[src/rtl/cu_pkg.sv]
// Shared encodings and instruction field layout
// for the multi-cycle control unit.
package cu_pkg;

  typedef enum logic [1:0] {
    TYPE_NOP   = 2'b00,
    TYPE_STD   = 2'b01,
    TYPE_LOAD  = 2'b10,
    TYPE_STORE = 2'b11
  } itype_t;

  typedef enum logic [5:0] {
    S_RESET   = 6'b000001,
    S_IDLE    = 6'b000010,
    S_DECODE  = 6'b000100,
    S_EXECUTE = 6'b001000,
    S_MEM     = 6'b010000,
    S_WB      = 6'b100000
  } state_t;

  localparam int TYPE_W = 2;

  // Fields, MSB first: {type, rd, rs1, rs2, offset, opcode}
  function automatic int instr_w(int ra, int ow, int opw);
    return TYPE_W + 3*ra + ow + opw;
  endfunction

  function automatic int off_lsb(int opw);
    return opw;
  endfunction

  function automatic int rs2_lsb(int ow, int opw);
    return ow + opw;
  endfunction

  function automatic int rs1_lsb(int ra, int ow, int opw);
    return ra + ow + opw;
  endfunction

  function automatic int rd_lsb(int ra, int ow, int opw);
    return 2*ra + ow + opw;
  endfunction

  function automatic int typ_lsb(int ra, int ow, int opw);
    return 3*ra + ow + opw;
  endfunction

endpackage

[src/rtl/cu_multicycle_hs_if.sv]
// Instruction handshake, ALU/memory control
// and debug bundle of the control unit.
interface cu_multicycle_hs_if #(
  parameter int DATA_WIDTH   = 8,
  parameter int RA           = 2,
  parameter int OFFSET_WIDTH = 8,
  parameter int OPCODE_WIDTH = 4
);
  localparam int INSTR_WIDTH =
    2 + 3*RA + OFFSET_WIDTH + OPCODE_WIDTH;

  logic [INSTR_WIDTH-1:0]  instr;
  logic                    instr_valid;
  logic                    instr_ready;
  logic [DATA_WIDTH-1:0]   result2;
  logic                    mem_ack;
  logic [DATA_WIDTH-1:0]   operand1;
  logic [DATA_WIDTH-1:0]   operand2;
  logic [DATA_WIDTH-1:0]   offset;
  logic [OPCODE_WIDTH-1:0] opcode;
  logic                    sel1;
  logic                    sel3;
  logic                    w_r;
  logic                    mem_req;
  logic                    retire;
  logic                    err_timeout;
  logic [RA-1:0]           dbg_addr;
  logic [DATA_WIDTH-1:0]   dbg_data;

  modport master (
    output instr, instr_valid, result2,
    output mem_ack, dbg_addr,
    input  instr_ready, operand1, operand2,
    input  offset, opcode, sel1, sel3, w_r,
    input  mem_req, retire, err_timeout,
    input  dbg_data
  );

  modport slave (
    input  instr, instr_valid, result2,
    input  mem_ack, dbg_addr,
    output instr_ready, operand1, operand2,
    output offset, opcode, sel1, sel3, w_r,
    output mem_req, retire, err_timeout,
    output dbg_data
  );

endinterface

[src/rtl/cu_multicycle_hs_regfile.sv]
// Register file: resets to index values, two read
// ports, a debug read port and one write port.
module cu_regfile #(
  parameter int DATA_WIDTH = 8,
  parameter int REG_COUNT  = 4,
  parameter int RA         = $clog2(REG_COUNT)
) (
  input  logic                  clk,
  input  logic                  rst,
  input  logic [RA-1:0]         ra1_i,
  input  logic [RA-1:0]         ra2_i,
  input  logic [RA-1:0]         dbg_addr_i,
  output logic [DATA_WIDTH-1:0] rd1_o,
  output logic [DATA_WIDTH-1:0] rd2_o,
  output logic [DATA_WIDTH-1:0] dbg_data_o,
  input  logic                  we_i,
  input  logic [RA-1:0]         wa_i,
  input  logic [DATA_WIDTH-1:0] wd_i
);

  logic [DATA_WIDTH-1:0] mem_q [REG_COUNT];

  always_ff @(posedge clk or posedge rst) begin
    if (rst) begin
      for (int i = 0; i < REG_COUNT; i++)
        mem_q[i] <= DATA_WIDTH'(i);
    end else if (we_i) begin
      mem_q[wa_i] <= wd_i;
    end
  end

  assign rd1_o      = mem_q[ra1_i];
  assign rd2_o      = mem_q[ra2_i];
  assign dbg_data_o = mem_q[dbg_addr_i];

endmodule

[src/rtl/cu_multicycle_hs.sv]
// Multi-cycle control unit: accepts one instruction,
// drives ALU/memory control, writes back and retires.
module cu_multicycle_hs
  import cu_pkg::*;
#(
  parameter int DATA_WIDTH   = 8,
  parameter int REG_COUNT    = 4,
  parameter int OFFSET_WIDTH = 8,
  parameter int OPCODE_WIDTH = 4,
  parameter int MEM_TIMEOUT  = 16
) (
  input logic               clk,
  input logic               rst,
  cu_multicycle_hs_if.slave bus
);

  localparam int RA  = $clog2(REG_COUNT);
  localparam int IW  =
    instr_w(RA, OFFSET_WIDTH, OPCODE_WIDTH);
  localparam int OFL = off_lsb(OPCODE_WIDTH);
  localparam int R2L = rs2_lsb(OFFSET_WIDTH, OPCODE_WIDTH);
  localparam int R1L =
    rs1_lsb(RA, OFFSET_WIDTH, OPCODE_WIDTH);
  localparam int RDL =
    rd_lsb(RA, OFFSET_WIDTH, OPCODE_WIDTH);
  localparam int TYL =
    typ_lsb(RA, OFFSET_WIDTH, OPCODE_WIDTH);
  localparam int CW  =
    (MEM_TIMEOUT > 1) ? $clog2(MEM_TIMEOUT) : 1;
  localparam bit TMO_EN = (MEM_TIMEOUT > 0);
  localparam logic [CW-1:0] TMO_LAST =
    CW'((MEM_TIMEOUT > 0) ? MEM_TIMEOUT - 1 : 0);

  state_t                  state_q, state_d;
  logic [IW-1:0]           instr_q, instr_d;
  logic [DATA_WIDTH-1:0]   op1_q, op1_d;
  logic [DATA_WIDTH-1:0]   op2_q, op2_d;
  logic [DATA_WIDTH-1:0]   off_q, off_d;
  logic [OPCODE_WIDTH-1:0] opc_q, opc_d;
  logic                    sel1_q, sel1_d;
  logic                    sel3_q, sel3_d;
  logic                    wr_q, wr_d;
  logic                    req_q, req_d;
  logic                    ret_q, ret_d;
  logic                    err_q, err_d;
  logic [CW-1:0]           cnt_q, cnt_d;
  logic                    we;

  itype_t                  typ, in_typ;
  logic [RA-1:0]           rd, rs1, rs2, ra2;
  logic [DATA_WIDTH-1:0]   rd1, rd2;

  assign typ    = itype_t'(instr_q[TYL +: TYPE_W]);
  assign in_typ = itype_t'(bus.instr[TYL +: TYPE_W]);
  assign rd     = instr_q[RDL +: RA];
  assign rs1    = instr_q[R1L +: RA];
  assign rs2    = instr_q[R2L +: RA];
  // Memory ops take their data operand from rd
  assign ra2    = (typ == TYPE_STD) ? rs2 : rd;

  cu_regfile #(
    .DATA_WIDTH (DATA_WIDTH),
    .REG_COUNT  (REG_COUNT),
    .RA         (RA)
  ) u_rf (
    .clk        (clk),
    .rst        (rst),
    .ra1_i      (rs1),
    .ra2_i      (ra2),
    .dbg_addr_i (bus.dbg_addr),
    .rd1_o      (rd1),
    .rd2_o      (rd2),
    .dbg_data_o (bus.dbg_data),
    .we_i       (we),
    .wa_i       (rd),
    .wd_i       (bus.result2)
  );

  always_ff @(posedge clk or posedge rst) begin
    if (rst) begin
      state_q <= S_RESET;
      instr_q <= '0;
      op1_q   <= '0;
      op2_q   <= '0;
      off_q   <= '0;
      opc_q   <= '1;
      sel1_q  <= 1'b0;
      sel3_q  <= 1'b0;
      wr_q    <= 1'b0;
      req_q   <= 1'b0;
      ret_q   <= 1'b0;
      err_q   <= 1'b0;
      cnt_q   <= '0;
    end else begin
      state_q <= state_d;
      instr_q <= instr_d;
      op1_q   <= op1_d;
      op2_q   <= op2_d;
      off_q   <= off_d;
      opc_q   <= opc_d;
      sel1_q  <= sel1_d;
      sel3_q  <= sel3_d;
      wr_q    <= wr_d;
      req_q   <= req_d;
      ret_q   <= ret_d;
      err_q   <= err_d;
      cnt_q   <= cnt_d;
    end
  end

  always_comb begin
    state_d = state_q;
    instr_d = instr_q;
    op1_d   = op1_q;
    op2_d   = op2_q;
    off_d   = off_q;
    opc_d   = opc_q;
    sel1_d  = sel1_q;
    sel3_d  = sel3_q;
    wr_d    = wr_q;
    req_d   = req_q;
    ret_d   = ret_q;
    err_d   = err_q;
    cnt_d   = cnt_q;
    we      = 1'b0;
    unique case (state_q)
      S_RESET: state_d = S_IDLE;
      S_IDLE: begin
        ret_d = 1'b0;
        if (bus.instr_valid) begin
          instr_d = bus.instr;
          err_d   = 1'b0;
          if (in_typ != TYPE_NOP) state_d = S_DECODE;
        end
      end
      S_DECODE: begin
        op1_d  = rd1;
        op2_d  = rd2;
        off_d  = DATA_WIDTH'(instr_q[OFL +: OFFSET_WIDTH]);
        opc_d  = instr_q[0 +: OPCODE_WIDTH];
        sel1_d = (typ == TYPE_STD);
        sel3_d = (typ != TYPE_STD);
        wr_d   = (typ == TYPE_STORE);
        state_d = S_EXECUTE;
      end
      S_EXECUTE: begin
        if (typ == TYPE_STD) begin
          state_d = S_WB;
        end else begin
          req_d   = 1'b1;
          cnt_d   = '0;
          state_d = S_MEM;
        end
      end
      S_MEM: begin
        cnt_d = cnt_q + CW'(1);
        // Ack takes priority over a coincident timeout
        if (bus.mem_ack) begin
          req_d = 1'b0;
          if (typ == TYPE_LOAD) begin
            state_d = S_WB;
          end else begin
            ret_d   = 1'b1;
            state_d = S_IDLE;
          end
        end else if (TMO_EN && cnt_q == TMO_LAST) begin
          req_d   = 1'b0;
          err_d   = 1'b1;
          state_d = S_IDLE;
        end
      end
      S_WB: begin
        we      = 1'b1;
        ret_d   = 1'b1;
        state_d = S_IDLE;
      end
      default: state_d = S_RESET;
    endcase
  end

  assign bus.instr_ready = (state_q == S_IDLE);
  assign bus.operand1    = op1_q;
  assign bus.operand2    = op2_q;
  assign bus.offset      = off_q;
  assign bus.opcode      = opc_q;
  assign bus.sel1        = sel1_q;
  assign bus.sel3        = sel3_q;
  assign bus.w_r         = wr_q;
  assign bus.mem_req     = req_q;
  assign bus.retire      = ret_q;
  assign bus.err_timeout = err_q;

endmodule

[src/flat_wrapper.sv]
// flat-port wrapper written by rule: the top's interface ports become plain ports
module cu_multicycle_hs_flat import cu_pkg::*;
#(
  parameter int DATA_WIDTH   = 8,
  parameter int REG_COUNT    = 4,
  parameter int OFFSET_WIDTH = 8,
  parameter int OPCODE_WIDTH = 4,
  parameter int MEM_TIMEOUT  = 16
)
  (clk, rst, bus_instr, bus_instr_valid, bus_result2, bus_mem_ack, bus_dbg_addr, bus_instr_ready, bus_operand1, bus_operand2, bus_offset, bus_opcode, bus_sel1, bus_sel3, bus_w_r, bus_mem_req, bus_retire, bus_err_timeout, bus_dbg_data);
  cu_multicycle_hs_if #(.DATA_WIDTH(DATA_WIDTH), .OFFSET_WIDTH(OFFSET_WIDTH), .OPCODE_WIDTH(OPCODE_WIDTH)) bus_i ();
  input logic clk;
  input logic rst;
  input wire logic [$bits(bus_i.instr)-1:0] bus_instr;
  input wire logic [$bits(bus_i.instr_valid)-1:0] bus_instr_valid;
  input wire logic [$bits(bus_i.result2)-1:0] bus_result2;
  input wire logic [$bits(bus_i.mem_ack)-1:0] bus_mem_ack;
  input wire logic [$bits(bus_i.dbg_addr)-1:0] bus_dbg_addr;
  output wire logic [$bits(bus_i.instr_ready)-1:0] bus_instr_ready;
  output wire logic [$bits(bus_i.operand1)-1:0] bus_operand1;
  output wire logic [$bits(bus_i.operand2)-1:0] bus_operand2;
  output wire logic [$bits(bus_i.offset)-1:0] bus_offset;
  output wire logic [$bits(bus_i.opcode)-1:0] bus_opcode;
  output wire logic [$bits(bus_i.sel1)-1:0] bus_sel1;
  output wire logic [$bits(bus_i.sel3)-1:0] bus_sel3;
  output wire logic [$bits(bus_i.w_r)-1:0] bus_w_r;
  output wire logic [$bits(bus_i.mem_req)-1:0] bus_mem_req;
  output wire logic [$bits(bus_i.retire)-1:0] bus_retire;
  output wire logic [$bits(bus_i.err_timeout)-1:0] bus_err_timeout;
  output wire logic [$bits(bus_i.dbg_data)-1:0] bus_dbg_data;
  assign bus_i.instr = bus_instr;
  assign bus_i.instr_valid = bus_instr_valid;
  assign bus_i.result2 = bus_result2;
  assign bus_i.mem_ack = bus_mem_ack;
  assign bus_i.dbg_addr = bus_dbg_addr;
  assign bus_instr_ready = bus_i.instr_ready;
  assign bus_operand1 = bus_i.operand1;
  assign bus_operand2 = bus_i.operand2;
  assign bus_offset = bus_i.offset;
  assign bus_opcode = bus_i.opcode;
  assign bus_sel1 = bus_i.sel1;
  assign bus_sel3 = bus_i.sel3;
  assign bus_w_r = bus_i.w_r;
  assign bus_mem_req = bus_i.mem_req;
  assign bus_retire = bus_i.retire;
  assign bus_err_timeout = bus_i.err_timeout;
  assign bus_dbg_data = bus_i.dbg_data;
  cu_multicycle_hs #(.DATA_WIDTH(DATA_WIDTH), .REG_COUNT(REG_COUNT), .OFFSET_WIDTH(OFFSET_WIDTH), .OPCODE_WIDTH(OPCODE_WIDTH), .MEM_TIMEOUT(MEM_TIMEOUT)) u_core (.clk(clk), .rst(rst), .bus(bus_i));
endmodule
[config.mk]
export PLATFORM = sky130hd
export DESIGN_NAME = cu_multicycle_hs_flat
export DESIGN_NICKNAME = d
export VERILOG_FILES = /design/src/rtl/cu_pkg.sv /design/src/rtl/cu_multicycle_hs_if.sv /design/src/rtl/cu_multicycle_hs_regfile.sv /design/src/rtl/cu_multicycle_hs.sv /design/src/flat_wrapper.sv
export SDC_FILE = /design/constraint.sdc
export NUM_CORES = 1
export LEC_CHECK = 0
export ABC_AREA = 0
export CORE_ASPECT_RATIO = 0.8
export CORE_MARGIN = 2
export CORE_UTILIZATION = 25
export CTS_CLUSTER_DIAMETER = 120
export DETAILED_ROUTE_END_ITERATION = 12
export PLACE_DENSITY_LB_ADDON = 0.25
export SYNTH_ARGS = -nofsm -noshare
export SYNTH_HDL_FRONTEND = slang
export SYNTH_SLANG_ARGS = --single-unit
[constraint.sdc]
create_clock -name clk -period 4.3 [get_ports clk]
set_input_delay 1.29 -clock clk [delete_from_list [all_inputs] [get_ports clk]]
set_output_delay 1.29 -clock clk [all_outputs]
set_load 0.02 [all_outputs]
==> impl_metrics.ini <==
[yosys]
synth_cell_types = 40
yosysWarnings = 0
synth_edf_count = 0
seq_area_frac_synth_pct = 54.5
syn-num-nets = 391
syn_inst = 356
synth_top_flop_cell = dfrtp_1
synthAdderAreaFrac_pct = 0.283
synth-compound-area-share_pct = 7.29
ys_top_cells_by_count = dfrtp_1 (87), nand2_1 (66), mux2_2 (52), mux4_2 (16), a211oi_1 (15)
synthSimpleGateAreaFrac_pct = 11.5
yosysMostFrequentCell = dfrtp_1
synth_xor_area_share_pct = 0.396
yosysTopAreaCell = dfrtp_1
synth_top_family_by_area = multiplexers
synthMuxAreaShare_pct = 23.4
synth_top_cell_area_share_pct = 49.2
synthTopCellsByArea = dfrtp_1 (49%), mux2_2 (13%), mux4_2 (8.1%)
async_reset_ff_share_pct = 100
syn_area_per_cell_um2 = 12.4
synth_area_mm2 = 0.00443
ys_seq_elements = 96

[layout]
synthToLayoutAreaGrowth_pct = 29.7
n_antenna_cell = 0
fillers = 1728
multi_input_area_mm2 = 0.00190
fin_cells = 661
fin_nets = 466
regArea_mm2 = 0.00241
drive_gt1_share_pct = 23.4
stdcell_area_mm2 = 0.00574

[routing]
routed_wl_mm = 11.7
wl_met1_mm = 5.51
top_layer = met5
vias = 3097
antenna_left = 0
routedWlPerCell_um = 17.7
wl_met2_mm = 5.28
drtIter0Drc = 128
drc = 0
wl_met3_um = 784
avgViaCountPerCell = 4.69
dr.pass1.iters = 4

[critical_path]
crit_required_ns = 3.01
cp-end-kind = output port
start_kind = primary input
path_max_fanout = 3
cp_num_buf_inv = 2
worstPathArrival_ns = 2.89
worst_path_largest_cell_delay_ns = 0.55
r2r_cells = 4
path_depth = 3
cp_slowest_cell = clkdlybuf4s50_1
setup.worst_path.class = in -> out
crit_top_cell = clkdlybuf4s50_1
crit_chain = clkdlybuf4s50_1, mux4_2, clkdlybuf4s50_1
crit_family = buffers and inverters

[power]
leakage_nw = 2.46
power_density_mw_per_mm2 = 572
power_mw = 3.28
irDropWorstVdd_mv = 0.194

[global_routing]
grt_pass1_vias = 3202
antenna_found_initial = 1
grt_max_degree = 60
grt_pass1_wl_mm = 18.6
grt_overflow = 0
gr-usage-all-layers_pct = 13.1

[run]
cap_violations = 0

[placed_design]
place_inst = 645
pre_cts_slack_ns = -0.0501
hpwlAfterDp_mm = 8.04
gp_congestion = 0.763
postPlaceCellArea_mm2 = 0.00548
io_buffers = 76

[clock_tree]
htreeDepth = 3
cts_tree = built
root_buffer = clkbuf_16
clkTransAtPathRegs_ns = 0.06
ctsHoldBuffers = 0
clock_latency_ns = 0.35
clk_path_buf_depth = 2
cts_sinks = 96
numCtsBuffers = 9

[floorplan]
io-pin-count = 77
coreArea_mm2 = 0.0173
start_util_pct = 25.5
rows = 43
die_area_mm2 = 0.0188
die_w_um = 153
die_h_um = 123

[timing]
finalHoldViolations = 0
worstMarginPinSlew_ns = 0.794
setup_viol = 0
slew_headroom_pct = 45.5
fmax_mhz = 239
period_share_pct = 97.2
rsz0062_at_grt = false
fin_skew_ns = 0.00545
fin_ws_ns = 0.119
period_needed_ns = 4.18
slew_viol_final = 0

[hold_path]
hp-class = reg -> reg
worstHoldPathCells = 2

[run_status]
status = completed
-- worst paths after layout --
path / startpoint / to / slack (ns)
worst min-delay path: u_core.instr_q[9]$_DFFE_PP0P_ / u_core.bus.offset[5]$_DFFE_PP0P_ / 0.45
max in group asynchronous: rst / u_core.state_q[0]$_DFFE_PP1P_ / 2.23
worst min register to register: u_core.instr_q[9]$_DFFE_PP0P_ / u_core.bus.offset[5]$_DFFE_PP0P_ / 0.45
min in group asynchronous: rst / u_core.bus.operand1[4]$_DFFE_PP0P_ / 1.33
worst max register to register: u_core.instr_q[19]$_DFFE_PP0P_ / u_core.bus.operand2[0]$_DFFE_PP0P_ / 1.73
worst max-delay path: bus_dbg_addr[0] / bus_dbg_data[7] / 0.12
-- layout make-up --
cell class / count / area share, %
Timing Repair Buffer: 83 / 14.5
Sequential cell: 96 / 42.1
Clock inverter: 3 / 0.305
Tap cell: 225 / 4.91
Inverter: 11 / 0.763
Clock buffer: 13 / 4.36
Multi-Input combinational cell: 230 / 33.1
-- per-layer routing --
| metal | global-route usage [%] | vias up |
|---|---|---|
| met5 | 0 | - |
| met3 | 4.52 | 9 |
| met2 | 19.5 | 79 |
| li1 | - | 1437 |
| met4 | 3.65 | 2 |
| met1 | 18.1 | 1570 |
-- placed cells by master (no fill, tap or decap), types with 3 or more instances in the layout --
master	count
dfrtp_1	87
clkdlybuf4s50_1	69
nand2_1	66
mux2_2	52
mux4_2	16
a211oi_1	15
nor2_1	12
inv_1	10
mux2i_1	9
clkbuf_16	9
dfstp_2	9
a2111oi_0	8
nand3b_1	6
dlygate4sd2_1	6
a21oi_1	5
buf_4	5
nand3_1	4
o21ai_0	3
o21a_1	3
clkbuf_1	3
-- worst min-delay path, delay by kind of cell, from the launching register on --
family,cells,cell delay [ns]
flops,1,0.33
simple gates,2,0.09
-- kinds of logic after synthesis --
group,after synthesis
simple gates,106
flops,96
mux,77
compound gates,44
buf+inv,30
xor+xnor,2
fa+ha+maj,1
-- per-stage QoR --
step	hold slack, ns	setup TNS [ns]	utilization, %
global route	0.472	0	33.1
CTS	0.455	0	33.1
global placement	0.439	-0.140	31.6
floorplan	0.433	0	-
finish	0.453	0	33.1
detailed placement	0.447	-0.152	31.6
-- power by group --
part / switching [mW] / internal (mW)
registers: 0.238 / 1.16
clock network: 0.332 / 0.407
logic: 0.564 / 0.582
total: 1.13 / 2.15
-- sequential cells by signal (all words and copies together), names as in the netlist --
signal	count
u_core.bus.operand1	8
u_core.bus.opcode	4
u_core.state_q	6
u_core.cnt_q	4
u_core.instr_q	20
u_core.bus.offset	8
u_core.bus.w_r	1
u_core.bus.sel3	1
u_core.bus.mem_req	1
u_core.bus.retire	1
u_core.bus.operand2	8
u_core.u_rf.mem_q	32
u_core.bus.err_timeout	1
u_core.bus.sel1	1
-- repair_timing --
item | in CTS | in global routing
endpoints found under the setup margin | 6 | 1
setup buffers | 0 | 0
resized for setup | 6 | 1
(Power assumes the default switching activity.)
